[src/rtl/llr_channel_loader_pkg.sv]
// Shared LDPC definitions: LLR number format, QBER code range and the
// loader state encoding.
package llr_channel_loader_pkg;

  localparam int LLR_W      = 15;  // Q5.10 two's complement
  localparam int LLR_FRAC   = 10;
  localparam int QBER_MAX   = 10;  // codes 0..10 map to QBER 0.01..0.11
  localparam int QBER_SEL_W = 4;

  typedef enum logic {
    IDLE = 1'b0,
    LOAD = 1'b1
  } state_t;

endpackage

[src/rtl/llr_channel_loader_lut.sv]
// Channel-LLR table L(Pi) = (1-2*xi) * ln((1-p)/p) in Q5.10, indexed by the
// QBER code. Purely combinational; the consumer registers the result.
module Lookup_table_eq6
  import llr_channel_loader_pkg::*;
(
  input  logic                  xi,
  input  logic [QBER_SEL_W-1:0] qber_sel,
  output logic [LLR_W-1:0]      L_Pi,
  output logic                  sign
);

  logic [LLR_W-1:0] mag;

  // Magnitude per QBER code; illegal codes yield zero confidence.
  always_comb begin
    // NOTE: every combinational output gets a default first so no path can infer a latch.
    mag = '0;
    case (qber_sel)
      4'd0:    mag = 15'h1261;
      4'd1:    mag = 15'h0F91;
      4'd2:    mag = 15'h0DE8;
      4'd3:    mag = 15'h0CB6;
      4'd4:    mag = 15'h0BC7;
      4'd5:    mag = 15'h0B02;
      4'd6:    mag = 15'h0A59;
      4'd7:    mag = 15'h09C5;
      4'd8:    mag = 15'h0941;
      4'd9:    mag = 15'h08CA;
      4'd10:   mag = 15'h085D;
      default: mag = '0;
    endcase
  end

  // A 1 bit flips the sign: 15-bit two's-complement negation.
  assign L_Pi = xi ? ((~mag) + LLR_W'(1)) : mag;
  assign sign = xi;

endmodule

[src/rtl/llr_channel_loader.sv]
// Streams one sifted-key frame into the decoder's variable-node LLR memory:
// each accepted bit becomes a registered write of its channel LLR and hard
// decision at the bit's index, with done on the final write.
module llr_channel_loader #(
  parameter int N_BITS   = 1024,
  parameter int ADDR_W   = 10,
  parameter int LLR_W    = llr_channel_loader_pkg::LLR_W,
  parameter int QBER_MAX = llr_channel_loader_pkg::QBER_MAX
) (
  input  logic                                      clk,
  input  logic                                      rst_n,
  input  logic                                      start,
  input  logic [llr_channel_loader_pkg::QBER_SEL_W-1:0] qber_sel,
  input  logic                                      abort,
  input  logic                                      s_valid,
  input  logic                                      s_bit,
  output logic                                      s_ready,
  output logic                                      llr_we,
  output logic [ADDR_W-1:0]                         llr_addr,
  output logic [LLR_W-1:0]                          llr_data,
  output logic                                      llr_hard,
  output logic                                      busy,
  output logic                                      done,
  output logic                                      cfg_err,
  output logic [ADDR_W:0]                           ones_cnt
);

  import llr_channel_loader_pkg::*;

  localparam int              CNT_W    = ADDR_W + 1;
  localparam logic [CNT_W-1:0] LAST_IDX = CNT_W'(N_BITS - 1);

  state_t                state_q, state_d;
  logic [CNT_W-1:0]      cnt_q, cnt_d;       // bits accepted so far; never wraps
  logic [QBER_SEL_W-1:0] qber_q, qber_d;

  logic                  s_ready_d, llr_we_d, llr_hard_d, busy_d, done_d, cfg_err_d;
  logic [ADDR_W-1:0]     llr_addr_d;
  logic [LLR_W-1:0]      llr_data_d;
  logic [ADDR_W:0]       ones_cnt_d;

  logic [LLR_W-1:0]      lut_llr;
  logic                  lut_sign;
  logic                  accept;

  // Single table instance, driven by the live bit and the frame's latched QBER.
  Lookup_table_eq6 u_lut (
    .xi       (s_bit),
    .qber_sel (qber_q),
    .L_Pi     (lut_llr),
    .sign     (lut_sign)
  );

  // abort blocks acceptance so a bit offered with it is never written.
  assign accept = (state_q == LOAD) && s_valid && s_ready && !abort;

  // Next-state and next-output logic; pulses default low, data holds.
  always_comb begin
    state_d    = state_q;
    cnt_d      = cnt_q;
    qber_d     = qber_q;
    s_ready_d  = s_ready;
    busy_d     = busy;
    llr_we_d   = 1'b0;
    done_d     = 1'b0;
    cfg_err_d  = 1'b0;
    llr_addr_d = llr_addr;
    llr_data_d = llr_data;
    llr_hard_d = llr_hard;
    ones_cnt_d = ones_cnt;

    case (state_q)
      IDLE: begin
        s_ready_d = 1'b0;
        busy_d    = 1'b0;
        if (start && !abort) begin
          if (int'(qber_sel) <= QBER_MAX) begin
            qber_d     = qber_sel;
            cnt_d      = '0;
            ones_cnt_d = '0;
            state_d    = LOAD;
            s_ready_d  = 1'b1;
            busy_d     = 1'b1;
          end else begin
            cfg_err_d = 1'b1;
          end
        end
      end

      LOAD: begin
        if (abort) begin
          state_d   = IDLE;
          s_ready_d = 1'b0;
          busy_d    = 1'b0;
        end else if (accept) begin
          llr_we_d   = 1'b1;
          llr_addr_d = cnt_q[ADDR_W-1:0];
          llr_data_d = lut_llr;
          llr_hard_d = lut_sign;
          ones_cnt_d = ones_cnt + {{ADDR_W{1'b0}}, s_bit};
          cnt_d      = cnt_q + CNT_W'(1);
          if (cnt_q == LAST_IDX) begin
            done_d    = 1'b1;
            state_d   = IDLE;
            s_ready_d = 1'b0;
            busy_d    = 1'b0;
          end
        end
      end

      default: state_d = IDLE;
    endcase
  end

  // State and registered outputs; async reset returns everything to zero.
  always_ff @(posedge clk or negedge rst_n) begin
    if (!rst_n) begin
      state_q  <= IDLE;
      cnt_q    <= '0;
      qber_q   <= '0;
      s_ready  <= 1'b0;
      llr_we   <= 1'b0;
      llr_addr <= '0;
      llr_data <= '0;
      llr_hard <= 1'b0;
      busy     <= 1'b0;
      done     <= 1'b0;
      cfg_err  <= 1'b0;
      ones_cnt <= '0;
    end else begin
      // NOTE: non-blocking assignments so every flop samples pre-edge values.
      state_q  <= state_d;
      cnt_q    <= cnt_d;
      qber_q   <= qber_d;
      s_ready  <= s_ready_d;
      llr_we   <= llr_we_d;
      llr_addr <= llr_addr_d;
      llr_data <= llr_data_d;
      llr_hard <= llr_hard_d;
      busy     <= busy_d;
      done     <= done_d;
      cfg_err  <= cfg_err_d;
      ones_cnt <= ones_cnt_d;
    end
  end

endmodule

[config.mk]
export PLATFORM = sky130hd
export DESIGN_NAME = llr_channel_loader
export DESIGN_NICKNAME = d
export VERILOG_FILES = /design/src/rtl/llr_channel_loader_pkg.sv /design/src/rtl/llr_channel_loader_lut.sv /design/src/rtl/llr_channel_loader.sv
export SDC_FILE = /design/constraint.sdc
export NUM_CORES = 1
export LEC_CHECK = 0
export CORE_ASPECT_RATIO = 0.8
export CORE_MARGIN = 4
export CORE_UTILIZATION = 57
export CTS_CLUSTER_SIZE = 14
export DETAILED_ROUTE_END_ITERATION = 8
export MAX_ROUTING_LAYER = met4
export PLACE_DENSITY = 0.85
export RECOVER_POWER = 50
export SLEW_MARGIN = 20
export SYNTH_ARGS = -nofsm -noshare
export SYNTH_HDL_FRONTEND = slang
export SYNTH_SLANG_ARGS = --single-unit
[constraint.sdc]
create_clock -name clk -period 6.7 [get_ports clk]
set_input_delay 0.67 -clock clk [delete_from_list [all_inputs] [get_ports clk]]
set_output_delay 0.67 -clock clk [all_outputs]
set_load 0.01 [all_outputs]
Word-level counts from Yosys, hierarchy flattened. Memories as Yosys holds them, arrays and structs flattened. Cells that the tools add are included.

Bits in registers: 57. Bits in latches: 0. RAM bits: 0. ROM bits: 208. Input port bits: 10. Word-level logic and storage cells: 64. Memories kept: 1.

Add/subtract/negate cells: 3. Multipliers: 0. Divide/modulo/power cells: 0. $lt $le $gt $ge: 1. Eq/ne operators: 7. Shift-type cells: 0. Muxes and demuxes: 29. Bitwise operators: 3. Reduce and logical (&&, ||, !) cells: 9.

Memory list: (name not given) (depth 16, bits a word 13, read ports 1, clocked after memory_dff 0, write ports 0, line llr_channel_loader_lut.sv:18) `case (qber_sel)`.

Operators with widths (number): 2-to-1 mux 11 bit (6); case mux 11 bit (2 select lines) (2); 2-to-1 mux 1 bit (18); adder 15 x 1 -> 15 bit, second input constant (1); 2-to-1 mux 15 bit (1); NOT 15 bit (1); adder 11 x 1 -> 11 bit (1); adder 11 x 1 -> 11 bit, second input constant (1); equality test 11 x 10 -> 1 bit, second input constant (1); != test 2 bit, second input constant (3); != test 3 x 2 -> 1 bit, second input constant (2); AND reduction 3 bit (2); less-or-equal comparator 4 bit, second input constant (1); logical AND 1 bit (4); case mux 1 bit (2 select lines) (2); AND reduction 4 bit (1); != test 2 x 1 -> 1 bit, second input constant (1); NOT 1 bit (2); AND reduction 2 bit (1); zero test 1 bit (1).

Depth between registers and ports, before layout.
Depth after elaboration: 6. Depth in mapped cells: 10.

By module. From an unflattened synthesis, not the netlist that was laid out.

Cell total of the unflattened synthesis: 345. Area total of the unflattened synthesis: 3150.5 um^2.

Modules (own cells, without submodules): llr_channel_loader (times used 1, cells an instance 250, area each 2459.9 um^2); Lookup_table_eq6 (times used 1, cells an instance 95, area each 690.7 um^2).

Least setup slack after synthesis. OpenSTA, ideal clock, no wires.

Kind: register to register. From: register qber_q[1]. To: register llr_data[8]. Library setup time: 0.134 ns. Data arrival time: 2.138 ns. Data required time: 6.566 ns. Slack: 4.428 ns. Cell stages (with the launch flop): 10. Path buffers: 0. Path through: dfrtp_1 inv_1 ha_1 mux2i_1 o21ai_0 ha_1 or4b_1 o31ai_1 xor2_1 o21ai_0.

Word-level cells in the longest chain between the ends: 4.

RTL lines: from (decl) (line llr_channel_loader.sv:35) `logic [QBER_SEL_W-1:0] qber_q, qber_d;`; from (signal assigned) (line llr_channel_loader.sv:134) `qber_q <= qber_d;`; memory read (16 x 13 bit) (*); NOT 15 bit (line llr_channel_loader_lut.sv:35) `assign L_Pi = xi ? ((~mag) + LLR_W'(1)) : mag;`; adder 15 x 1 -> 15 bit (line llr_channel_loader_lut.sv:35); 2-to-1 mux 15 bit (*) (line llr_channel_loader_lut.sv:35); to (signal assigned) (line llr_channel_loader.sv:138) `llr_data <= llr_data_d;`; to (decl) (line llr_channel_loader.sv:20) `output logic [LLR_W-1:0] llr_data,`.

Every way passes the cells marked *; elsewhere a longest branch is shown, timed or not. A chain may end at the register's enable or synchronous reset.

Worst setup path in the final report.
From: input port abort. To: register busy.

Word-level cells in the longest chain between the ends: 4. Elaborated cells on any way between the ends: 9.

RTL lines: from (decl) (line llr_channel_loader.sv:14) `input logic abort,`; zero test 1 bit (line llr_channel_loader.sv:55, llr_channel_loader.sv:76); logical AND 1 bit, on equally long branches (line llr_channel_loader.sv:76, llr_channel_loader.sv:55); 2-to-1 mux 1 bit or != test 3 x 2 -> 1 bit (tied branches); case mux 1 bit (2 select lines) or AND reduction 2 bit (tied branches); to (signal assigned) (line llr_channel_loader.sv:140) `busy <= busy_d;`; to (decl) (line llr_channel_loader.sv:22) `output logic busy,`.

Several ways; a longest one is shown, not always the timed one.

==> impl_results.md <==
* Cell count after synthesis at 323
* Endpoint type of the worst setup path: flop
* Average wire per standard cell at 14.03 um
* Worst hold slack after final layout at 0.4698 ns
* Hold buffer count at CTS at 0
* Cell with the most instances after synthesis: nand2_1
* Sum of net half-perimeters after detailed placement at 4285 um
* Clock sink total at 57
* Reg area at 1426 sq um
* Worst Path Class, Setup: in -> reg
* Yosys warning count at 0
* Signed area change from the synthesized netlist to the final layout at 25.50%
* Slew of the pin with the lowest slew margin at 2.968 ns
* Source of the critical timing path: abort
* Biggest area contributors in the synthesized netlist: dfrtp_1, nand2_1, o21ai_0
* Floorplan die area at 6396 sq um
* Antenna violations before repair at 0
* Count of different cell masters after synthesis at 45
* Starting DRC count in detailed routing at 144
* Clock-pin transition on the worst setup and hold timing paths at 0.06 ns
* WP buf/inv at 3
* Number of setup buffers added after CTS at 0
* First-pass GRT wire length at 10370 um
* Endpoints failing hold at 0
* Seq/Total Area, Yosys at 48.37%
* Pin count of the biggest net entering global routing at 58
* Part of the cycle the worst path needs at 60.12%
* IO Count at 52
* Hold Crit Start: llr_addr[1]
* CP Data Arrival Time at 4.31 ns
* Netlist Area Pre-Place at 2949 sq um
* Violated checks: max-capacitance violations, max-slew violations
* Number of nets in the synthesized netlist at 343
* Reg2reg path depth at 8
* CP max FO at 41
* Area occupied by multi-input gates at 1408 sq um
* Overall routed net length at 6158 um
* Worst clock skew at 0.008343 ns
* Layout cells sized above 1 at 5.570%
* Number of port buffers at 51
* CTS tree: built
* Top cell types by occurrence after synthesis: nand2_1, dfrtp_1, o21ai_0
* FF-to-FF Start: state_q
* Power density over the cells at 292.8 nW/um^2
* Minimum setup slack among reg-to-reg paths at 3.12 ns
* Final Slew Violations at 100
* H-tree depth reported by CTS at 3
* Chip Height at 72.34 um
* Max Clk Rate at 0.2483 GHz
* Number of global-route vias before repair at 2179
* Reg2Reg Capture Point: busy
* Core region area at 5007 sq um
* Total leakage power at 0.001746 uW
* Max VDD drop at 0.2391 mV
* Final-layout setup total negative slack at 0 ns
* Most used flip-flop cell after synthesis: dfrtp_1
* Hold Crit Class: reg -> reg
* Worst-skew pair later-pin latency at 0.34 ns
* Number of fill cells at 391
* Min-Delay Path Depth at 2
* Vias after detailed routing at 2399
* Effective utilization at floorplan at 58.90%
* EDFF count, synth at 0
* Number of CTS-inserted buffers at 9
* Kind of start point of the critical path: input port
* Longest individual stage delay on the worst path at 1.13 ns
* Hold Path End: llr_addr[1]
* RSZ-0062 raised after global routing: no
* Worst path slowest cell: clkbuf_1
* Portion of synthesized cell area occupied by the leading cell type at 48.37%
* Final period demand of the worst path at 4.028 ns
* Number of cell rows at 23
* Grt total ovfl at 0
* Horizontal die dimension at 88.42 um
* Library cell used as clock root buffer: clkbuf_8
* Run status: finished with violations
* Total iterations of the first detailed-routing run at 4
* Drt via density at 5.465
* Post-DRT Antenna Nets at 0
* Slew headroom at -97.89%
* Number of design rule violations left after detail routing at 0
* Maxcap violations at 2
* Total routing resource utilization after global routing at 21.83%
* Cell family contributing the most delay on the critical path: buffers and inverters
* Number of gates resized after CTS at 0
* Setup violators final at 0
* Top cell type by total area after synthesis: dfrtp_1
* ANT cells at 0
* Synthesized area per cell at 9.130 sq um
* Layout net count at 392
* Maximum count of clock buffers along a single path at 2
* GPL Wtd Cong at 0.8799
* Flip-flop and latch count after synthesis at 57
* Proportion of register bits with asynchronous set or reset after synthesis at 100.0%
* Worst-path cell chain: dlygate4sd3_1 > nand4b_1 > clkbuf_1 > inv_1 > and3_1 > nand2_1 > nor3_2 > nor3b_1 > a21o_1
* Data required time at the worst endpoint at 6.98 ns
cell families after synthesis:
group           synth area share, %
flops                         48.37
compound gates                13.49
fa+ha+maj                     4.243
simple gates                  21.77
mux                           2.079
xor+xnor                      6.237
buf+inv                       3.818
where the power goes:
| part | switching, uW | total (uW) | internal (uW) |
|---|---|---|---|
| logic | 148 | 279 | 131 |
| clock network | 137 | 384 | 247 |
| registers | 40.3 | 421 | 380 |
| total | 325 | 1080 | 758 |
flip-flops by register name, indices dropped and copies added, names as in the netlist:
signal    cells
cnt_q        11
ones_cnt     11
llr_data     15
llr_addr     10
cfg_err       1
state_q       1
done          1
busy          1
qber_q        4
llr_hard      1
llr_we        1
worst min-delay path, stage by stage (launching register included):
cell     delay, ns
dfrtp_1       0.34
nand2_1       0.05
nand2_1       0.05
stage by stage:
stage | cells | worst slack (ns) | power [uW] | instance area [sq um] | util, %
3_5_place_dp | 423 | 3.386 | 711.1 | 3476 | 69.42
4_1_cts | 439 | 3.763 | 1099 | 3711 | 74.11
6_report | 439 | 2.672 | 1084 | 3701 | 73.91
2_1_floorplan | 323 | 4.428 | 604.7 | 2949 | -
5_1_grt | 439 | 2.258 | 1140 | 3701 | 73.91
3_3_place_gp | 423 | 3.508 | 703.3 | 3476 | 69.42
cell type report:
| type | instances | area share, % |
|---|---|---|
| inverter | 11 | 1.116 |
| tap | 62 | 2.096 |
| clock inverter | 5 | 2.806 |
| clock buffer | 11 | 3.550 |
| sequential | 57 | 38.54 |
| multi-input combinational | 240 | 38.03 |
| timing repair buffer | 53 | 13.86 |
layer usage:
| layer | wire length, um | part of all wire (%) | vias to the layer above | GRT usage (%) |
|---|---|---|---|---|
| met2 | 2548 | 41 | 71 | 29.54 |
| met3 | 326 | 5.3 | 15 | 6.470 |
| met1 | 3178 | 52 | 1109 | 31.42 |
| met5 | 0 | 0 | - | - |
| li1 | - | - | 1204 | - |
| met4 | 104 | 1.7 | 0 | 7.047 |
worst max path at each step:
stage | slack [ns] | cells after the start | to
final | 2.67 | 9 | busy
after global routing | 2.26 | 9 | state_q
after CTS | 3.76 | 9 | state_q
after detailed placement | 3.39 | 9 | state_q
after global placement | 3.51 | 9 | state_q
after floorplan | 4.43 | 9 | llr_data[8]
layout by cell type (no fill, tap or decap), types with 2 or more instances in the layout:
cell type,netlist,routed
or3_1,6,6
o211ai_1,2,2
mux2i_1,5,5
a21o_1,3,3
ha_1,10,10
o21ai_0,27,27
clkbuf_8,0,9
nand3_1,12,12
nand4_1,4,4
o21a_1,2,2
clkdlybuf4s50_1,0,31
xnor2_1,7,7
a31oi_1,7,7
bufinv_16,0,3
xor2_1,14,14
a21oi_1,12,12
o21bai_1,3,3
inv_1,11,11
dlygate4sd3_1,0,19
nor3b_1,3,3
nor3_1,6,6
clkbuf_1,8,4
and3_1,3,3
nand2b_1,4,4
nor2_1,25,25
dfrtp_1,57,57
nand2_1,66,66
Note: power is estimated with default switching activity, not from simulation.
